<file path="src/rtl/vwi_tx_scanner.sv">
// Virtual-wire transmit scanner: synchronises and glitch-filters the async wire inputs,
// then sends one valid/ready message per chunk that differs from the far side's copy.
module vwi_tx_scanner #(
    parameter  int V_WIRES_IN    = 32,
    parameter  int CHUNK_W       = 8,
    parameter  int SYNC_STAGES   = 2,
    parameter  int STABLE_CYCLES = 4,
    localparam int NCHUNK        = V_WIRES_IN / CHUNK_W,
    localparam int IDX_W         = (NCHUNK > 1) ? $clog2(NCHUNK) : 1
) (
    input  logic                  d2d_sb_clk,
    input  logic                  d2d_sb_rst_b,
    input  logic                  ip_ready,
    input  logic [V_WIRES_IN-1:0] async_virt_in,
    input  logic [V_WIRES_IN-1:0] strap_default_wires_in,
    input  logic                  resend_all,
    output logic [V_WIRES_IN-1:0] async_virt_in_s,
    output logic                  vw_msg_valid,
    input  logic                  vw_msg_ready,
    output logic [IDX_W-1:0]      vw_msg_idx,
    output logic [CHUNK_W-1:0]    vw_msg_data,
    output logic                  vw_pending
);

    localparam int CNT_W = $clog2(STABLE_CYCLES + 1);

    typedef enum logic [1:0] {INIT, IDLE, SEND} state_t;

    state_t                state, state_nxt;
    logic [V_WIRES_IN-1:0] sync_q [SYNC_STAGES];
    logic [V_WIRES_IN-1:0] sync_out, sync_prev, filt_q, sent_q;
    logic [CNT_W-1:0]      stab_cnt, stab_cnt_nxt;
    logic [NCHUNK-1:0]     force_q, dirty;
    logic [IDX_W-1:0]      rr_ptr, sel_idx;
    logic                  sel_found, issue, accept;

    assign sync_out        = sync_q[SYNC_STAGES-1];
    assign async_virt_in_s = filt_q;
    assign vw_msg_valid    = (state == SEND);
    assign vw_pending      = |dirty;

    // Synchroniser stage boundary
    always_ff @(posedge d2d_sb_clk or negedge d2d_sb_rst_b) begin
        if (!d2d_sb_rst_b) begin
            for (int s = 0; s < SYNC_STAGES; s++) sync_q[s] <= '0;
            sync_prev <= '0;
        end else begin
            sync_q[0] <= async_virt_in;
            for (int s = 1; s < SYNC_STAGES; s++) sync_q[s] <= sync_q[s-1];
            sync_prev <= sync_out;
        end
    end

    always_comb begin
        if (sync_out != sync_prev)
            stab_cnt_nxt = CNT_W'(1);
        else if (stab_cnt >= CNT_W'(STABLE_CYCLES))
            stab_cnt_nxt = CNT_W'(STABLE_CYCLES);
        else
            stab_cnt_nxt = stab_cnt + 1'b1;
    end

    // Filter and last-delivered shadow; both start from the straps so defaults are never sent
    always_ff @(posedge d2d_sb_clk or negedge d2d_sb_rst_b) begin
        if (!d2d_sb_rst_b) begin
            stab_cnt <= '0;
            filt_q   <= '0;
            sent_q   <= '0;
        end else if (state == INIT) begin
            stab_cnt <= '0;
            filt_q   <= strap_default_wires_in;
            sent_q   <= strap_default_wires_in;
        end else begin
            stab_cnt <= stab_cnt_nxt;
            if (stab_cnt_nxt >= CNT_W'(STABLE_CYCLES) && sync_out != filt_q)
                filt_q <= sync_out;
            if (accept)
                sent_q[int'(vw_msg_idx)*CHUNK_W +: CHUNK_W] <= vw_msg_data;
        end
    end

    always_ff @(posedge d2d_sb_clk or negedge d2d_sb_rst_b) begin
        if (!d2d_sb_rst_b)
            force_q <= '0;
        else if (resend_all)
            force_q <= '1;
        else if (accept)
            force_q[vw_msg_idx] <= 1'b0;
    end

    always_comb begin
        dirty = '0;
        for (int i = 0; i < NCHUNK; i++)
            dirty[i] = (filt_q[i*CHUNK_W +: CHUNK_W] != sent_q[i*CHUNK_W +: CHUNK_W]) | force_q[i];
    end

    // Round-robin pick: first dirty chunk at or after rr_ptr
    always_comb begin
        int j;
        j         = 0;
        sel_idx   = rr_ptr;
        sel_found = 1'b0;
        for (int k = 0; k < NCHUNK; k++) begin
            j = int'(rr_ptr) + k;
            if (j >= NCHUNK) j = j - NCHUNK;
            if (!sel_found && dirty[j]) begin
                sel_found = 1'b1;
                sel_idx   = IDX_W'(j);
            end
        end
    end

    always_ff @(posedge d2d_sb_clk or negedge d2d_sb_rst_b) begin
        if (!d2d_sb_rst_b) state <= INIT;
        else               state <= state_nxt;
    end

    always_comb begin
        state_nxt = state;
        issue     = 1'b0;
        accept    = 1'b0;
        case (state)
            INIT: state_nxt = IDLE;
            IDLE: if (ip_ready && sel_found) begin
                issue     = 1'b1;
                state_nxt = SEND;
            end
            SEND: if (vw_msg_ready) begin
                accept    = 1'b1;
                state_nxt = IDLE;
            end
            default: state_nxt = INIT;
        endcase
    end

    // Message stage boundary: idx/data latched on issue and held through SEND
    always_ff @(posedge d2d_sb_clk or negedge d2d_sb_rst_b) begin
        if (!d2d_sb_rst_b) begin
            vw_msg_idx  <= '0;
            vw_msg_data <= '0;
            rr_ptr      <= '0;
        end else begin
            if (issue) begin
                vw_msg_idx  <= sel_idx;
                vw_msg_data <= filt_q[int'(sel_idx)*CHUNK_W +: CHUNK_W];
            end
            if (accept)
                rr_ptr <= (vw_msg_idx == IDX_W'(NCHUNK-1)) ? '0 : vw_msg_idx + 1'b1;
        end
    end

endmodule

</file>
<file path="config.mk">
export PLATFORM = sky130hd
export DESIGN_NAME = vwi_tx_scanner
export DESIGN_NICKNAME = d
export VERILOG_FILES = /design/src/rtl/vwi_tx_scanner.sv
export SDC_FILE = /design/constraint.sdc
export NUM_CORES = 1
export LEC_CHECK = 0
export ABC_CLOCK_PERIOD_IN_PS = 2950
export CAP_MARGIN = 20
export CORE_MARGIN = 2
export CORE_UTILIZATION = 50
export CTS_CLUSTER_SIZE = 20
export DETAILED_ROUTE_END_ITERATION = 16
export PLACE_DENSITY_LB_ADDON = 0.25
export SLEW_MARGIN = 15
export SYNTH_ARGS = -nofsm -noshare
export SYNTH_HDL_FRONTEND = slang
export SYNTH_SLANG_ARGS = --single-unit
export TNS_END_PERCENT = 20
</file>
<file path="constraint.sdc">
create_clock -name d2d_sb_clk -period 2.95 [get_ports d2d_sb_clk]
set_clock_uncertainty 0.05 [all_clocks]
set_input_delay 0.59 -clock d2d_sb_clk [delete_from_list [all_inputs] [get_ports d2d_sb_clk]]
set_output_delay 0.59 -clock d2d_sb_clk [all_outputs]
set_load 0.005 [all_outputs]
</file>
==> results.cfg <==
[run_status]
status = complete, no violations

[finish]
area.sequential_sq_um = 4536
syn2layout_area_growth_pct = 28.64
post-route-util_pct = 65.73
multi_input_area_sq_um = 2775
nets = 815
fill_cells = 1116
drive_above_1_share_pct = 10.90
final_cells = 936
antenna_cells = 0

[timing]
clock.fmax_mhz = 367.3
max_slew_margin_pct = 44.64
slew_viol_final = 0
min_period_over_period_pct = 92.30
hold_violations = 0
setup-violations-final = 0
rsz0062_at_grt = no
finalSetupTns_ps = 0
min_period_ps = 2723
tightestPinTransition_ps = 830.4

[route]
vias = 5365
drtIter0Drc = 488
ant_nets = 0
wl_per_cell_um = 21.88
routed_wl_mm = 20.48
drc = 0
viasPerCell = 5.732
firstDrtPassIters = 7

[clock_tree]
cts_buffers = 17
clkLatencyLatePin_ps = 440
htreeDepth = 4
cts_max_path_buffers = 2
cts_tree = built
numClockSinks = 181
cts_hold_buffers = 0
ctsRootBufferMaster = clkbuf_16
clk_pin_slew_worst_paths_ps = 70

[setup_path]
reg2regPathDepth = 9
critPathMaxFanout = 5
cp.required_ps = 3190
cp-end-kind = flip-flop
timing.rr.start = async_virt_in_s[21]
cp-start-kind = flip-flop
r2r-end = vw_msg_data[7]
crit_arrival_ps = 2960
critical_path_class = flip-flop to flip-flop
r2r_slack_ps = 230

[hold_path]
hold_path_class = input pin to asynchronous set/reset pin

[floorplan]
pin_count = 113
die_area_sq_um = 15840
fp-row-count = 44
start_util_pct = 51.09
coreArea_sq_um = 14530
fp.dieW_um = 125.9
die_h_um = 125.9

[pwr]
p_int_mw = 6.087
power.leakage_nw = 4.329
swShare_pct = 36.92
clockPowerShare_pct = 22.7
power_frac_comb_pct = 36.9
powerDensity_nw_per_um2 = 1010
pwr-share-seq_pct = 40.4
p_sw_mw = 3.562
peakVddDrop_uv = 513.4

[yosys]
synthCells = 593
synth_seq_cells = 181
syn_nets = 668
synth_warnings = 0
avgSynthCellArea_sq_um = 12.52
yosysSeqAreaShare_pct = 60.99
yosysUniqueCellTypes = 43
synth.cell_area_sq_um = 7426

[grt]
grt_pass1_vias = 5539
track_usage_pct = 26.97
grt_pass1_wl_mm = 31.80
grt_max_degree = 61
gr-total-overflow = 0
antenna_found_initial = 0

[placed_design]
place_inst = 898
portBuffers = 112
gp_congestion = 0.9044
dp_hpwl_mm = 14.90

[run]
maxCapViolCount = 0
==> synthesized netlist by cell type <==
cell type,count,area [sq um]
dfrtp_1,181,4529
nand2_1,75,281.5
xnor2_1,54,473.0
mux2i_1,48,480.5
xor2_1,42,367.9
o21ai_0,39,195.2
a22oi_1,24,180.2
inv_1,15,56.30
nand4_1,14,87.58
nor4_1,11,68.82
a222oi_1,9,90.09
clkbuf_1,9,33.78
o221ai_1,8,70.07
a21oi_1,7,35.03
ha_1,6,75.07
nor2_1,6,22.52
a21o_1,5,37.54
nand3_1,4,20.02
buf_2,3,15.01
nor3_1,3,15.01
nor4_4,3,63.81
a31oi_1,2,12.51
nand2b_1,2,12.51
nor2b_1,2,12.51
o22ai_1,2,12.51
or3_1,2,12.51
a2bb2oi_1,1,8.760
and2_1,1,6.260
and3_1,1,6.260
and4b_1,1,10.01
buf_12,1,20.02
buf_4,1,7.510
buf_6,1,11.26
nand2_2,1,6.260
nand3_2,1,10.01
nand4b_1,1,8.760
nor3b_1,1,7.510
nor3b_2,1,12.51
o211ai_2,1,12.51
o2bb2ai_1,1,8.760
o311a_2,1,11.26
or2_2,1,6.260
or4_4,1,11.26
==> layout make-up <==
class                      instances  area share, %
sequential                       181          47.48
multi-input combinational        382          29.05
timing repair buffer             143          14.47
clock buffer                      20          4.781
tap                              184          2.410
clock inverter                    11          1.218
inverter                          15         0.5894
==> cell usage in the layout, fill, tap and decap left out, types with 4 or more instances in the layout <==
master and n:
a21o_1 5, a21oi_1 7, a222oi_1 9, a22oi_1 24, buf_4 29, clkbuf_16 17
clkdlybuf4s50_1 110, clkinv_4 4, dfrtp_1 176, dfrtp_2 5, ha_1 6, inv_1 15
inv_6 4, mux2i_1 48, nand2_1 74, nand3_1 4, nand4_1 14, nor2_1 4
nor4_1 11, o21ai_0 39, o221ai_1 8, xnor2_1 54, xor2_1 42
==> worst max-delay path by stage <==
stage | start | end | depth (start not counted)
floorplan | async_virt_in_s[16] | vw_msg_data[0] | 9
finish | async_virt_in_s[21] | vw_msg_data[7] | 9
CTS | async_virt_in_s[21] | vw_pending | 5
detailed placement | async_virt_in_s[21] | vw_pending | 5
global placement | async_virt_in_s[21] | vw_pending | 5
global route | async_virt_in_s[21] | vw_msg_data[6] | 9
==> kinds of logic (layout without fill, tap and decap cells) <==
family                     count (synthesis)  after routing  share of synthesized area (%)
adders and majority gates                  6              6                          1.011
buffers and inverters                     30            189                          1.938
and+or+nand+nor                          132            132                          9.183
xor gates and xnor gates                  96             96                          11.32
DFF                                      181            181                          60.99
muxes                                     48             48                          6.470
AOI/OAI and AO/OA                        100            100                          9.082
==> stage by stage <==
stage	instance area (sq um)	hold slack (ps)	power [mW]	setup slack (ps)
2_1_floorplan	7426	244.4	5.693	834.6
3_3_place_gp	8906	282.0	7.292	292.1
3_5_place_dp	8906	284.7	7.378	260.4
4_1_cts	9530	99.77	9.635	6.793
5_1_grt	9553	113.7	10.17	90.72
6_report	9553	84.08	9.649	227.2
==> what timing repair did <==
action | in CTS | in global routing
pin swaps | 6 | 3
setup endpoints to repair | 1 | 1
resized for setup | 5 | 4
setup buffers | 5 | 2
==> power by group through the flow <==
stage | Clock [mW] | Combinational (mW) | Sequential [mW]
3_3_place_gp | 0 | 3.42 | 3.87
3_5_place_dp | 0 | 3.47 | 3.91
4_1_cts | 2.23 | 3.54 | 3.87
6_report | 2.19 | 3.56 | 3.90
2_1_floorplan | 0 | 1.98 | 3.71
5_1_grt | 2.35 | 3.86 | 3.96
==> sequential cells by signal, indices dropped and copies added, names as in the netlist <==
signal,flops
async_virt_in_s,32
force_q,4
rr_ptr,2
sent_q,32
stab_cnt,3
state,2
sync_out,32
sync_prev,32
sync_q,32
vw_msg_data,8
vw_msg_idx,2
==> layer usage <==
| layer | wire length, um | global-route usage (%) | vias to the layer above | part of all wire [%] |
|---|---|---|---|---|
| li1 | - | - | 2378 | - |
| met1 | 8365 | 34.68 | 2734 | 41 |
| met2 | 10060 | 43.94 | 206 | 49 |
| met3 | 1254 | 5.565 | 47 | 6.1 |
| met4 | 802 | 13.38 | 0 | 3.9 |
| met5 | 0 | 0 | - | 0 |
==> worst max-delay path, cell delays in order, from the launching register on <==
cell      delay [ps]
dfrtp_2          470
xnor2_1          230
nand4_1          180
buf_4            180
or4_4            420
o211ai_2         140
nand3_1          290
buf_4            290
mux2i_1          190
o221ai_1         130
Power figures use the tool's default switching activity.
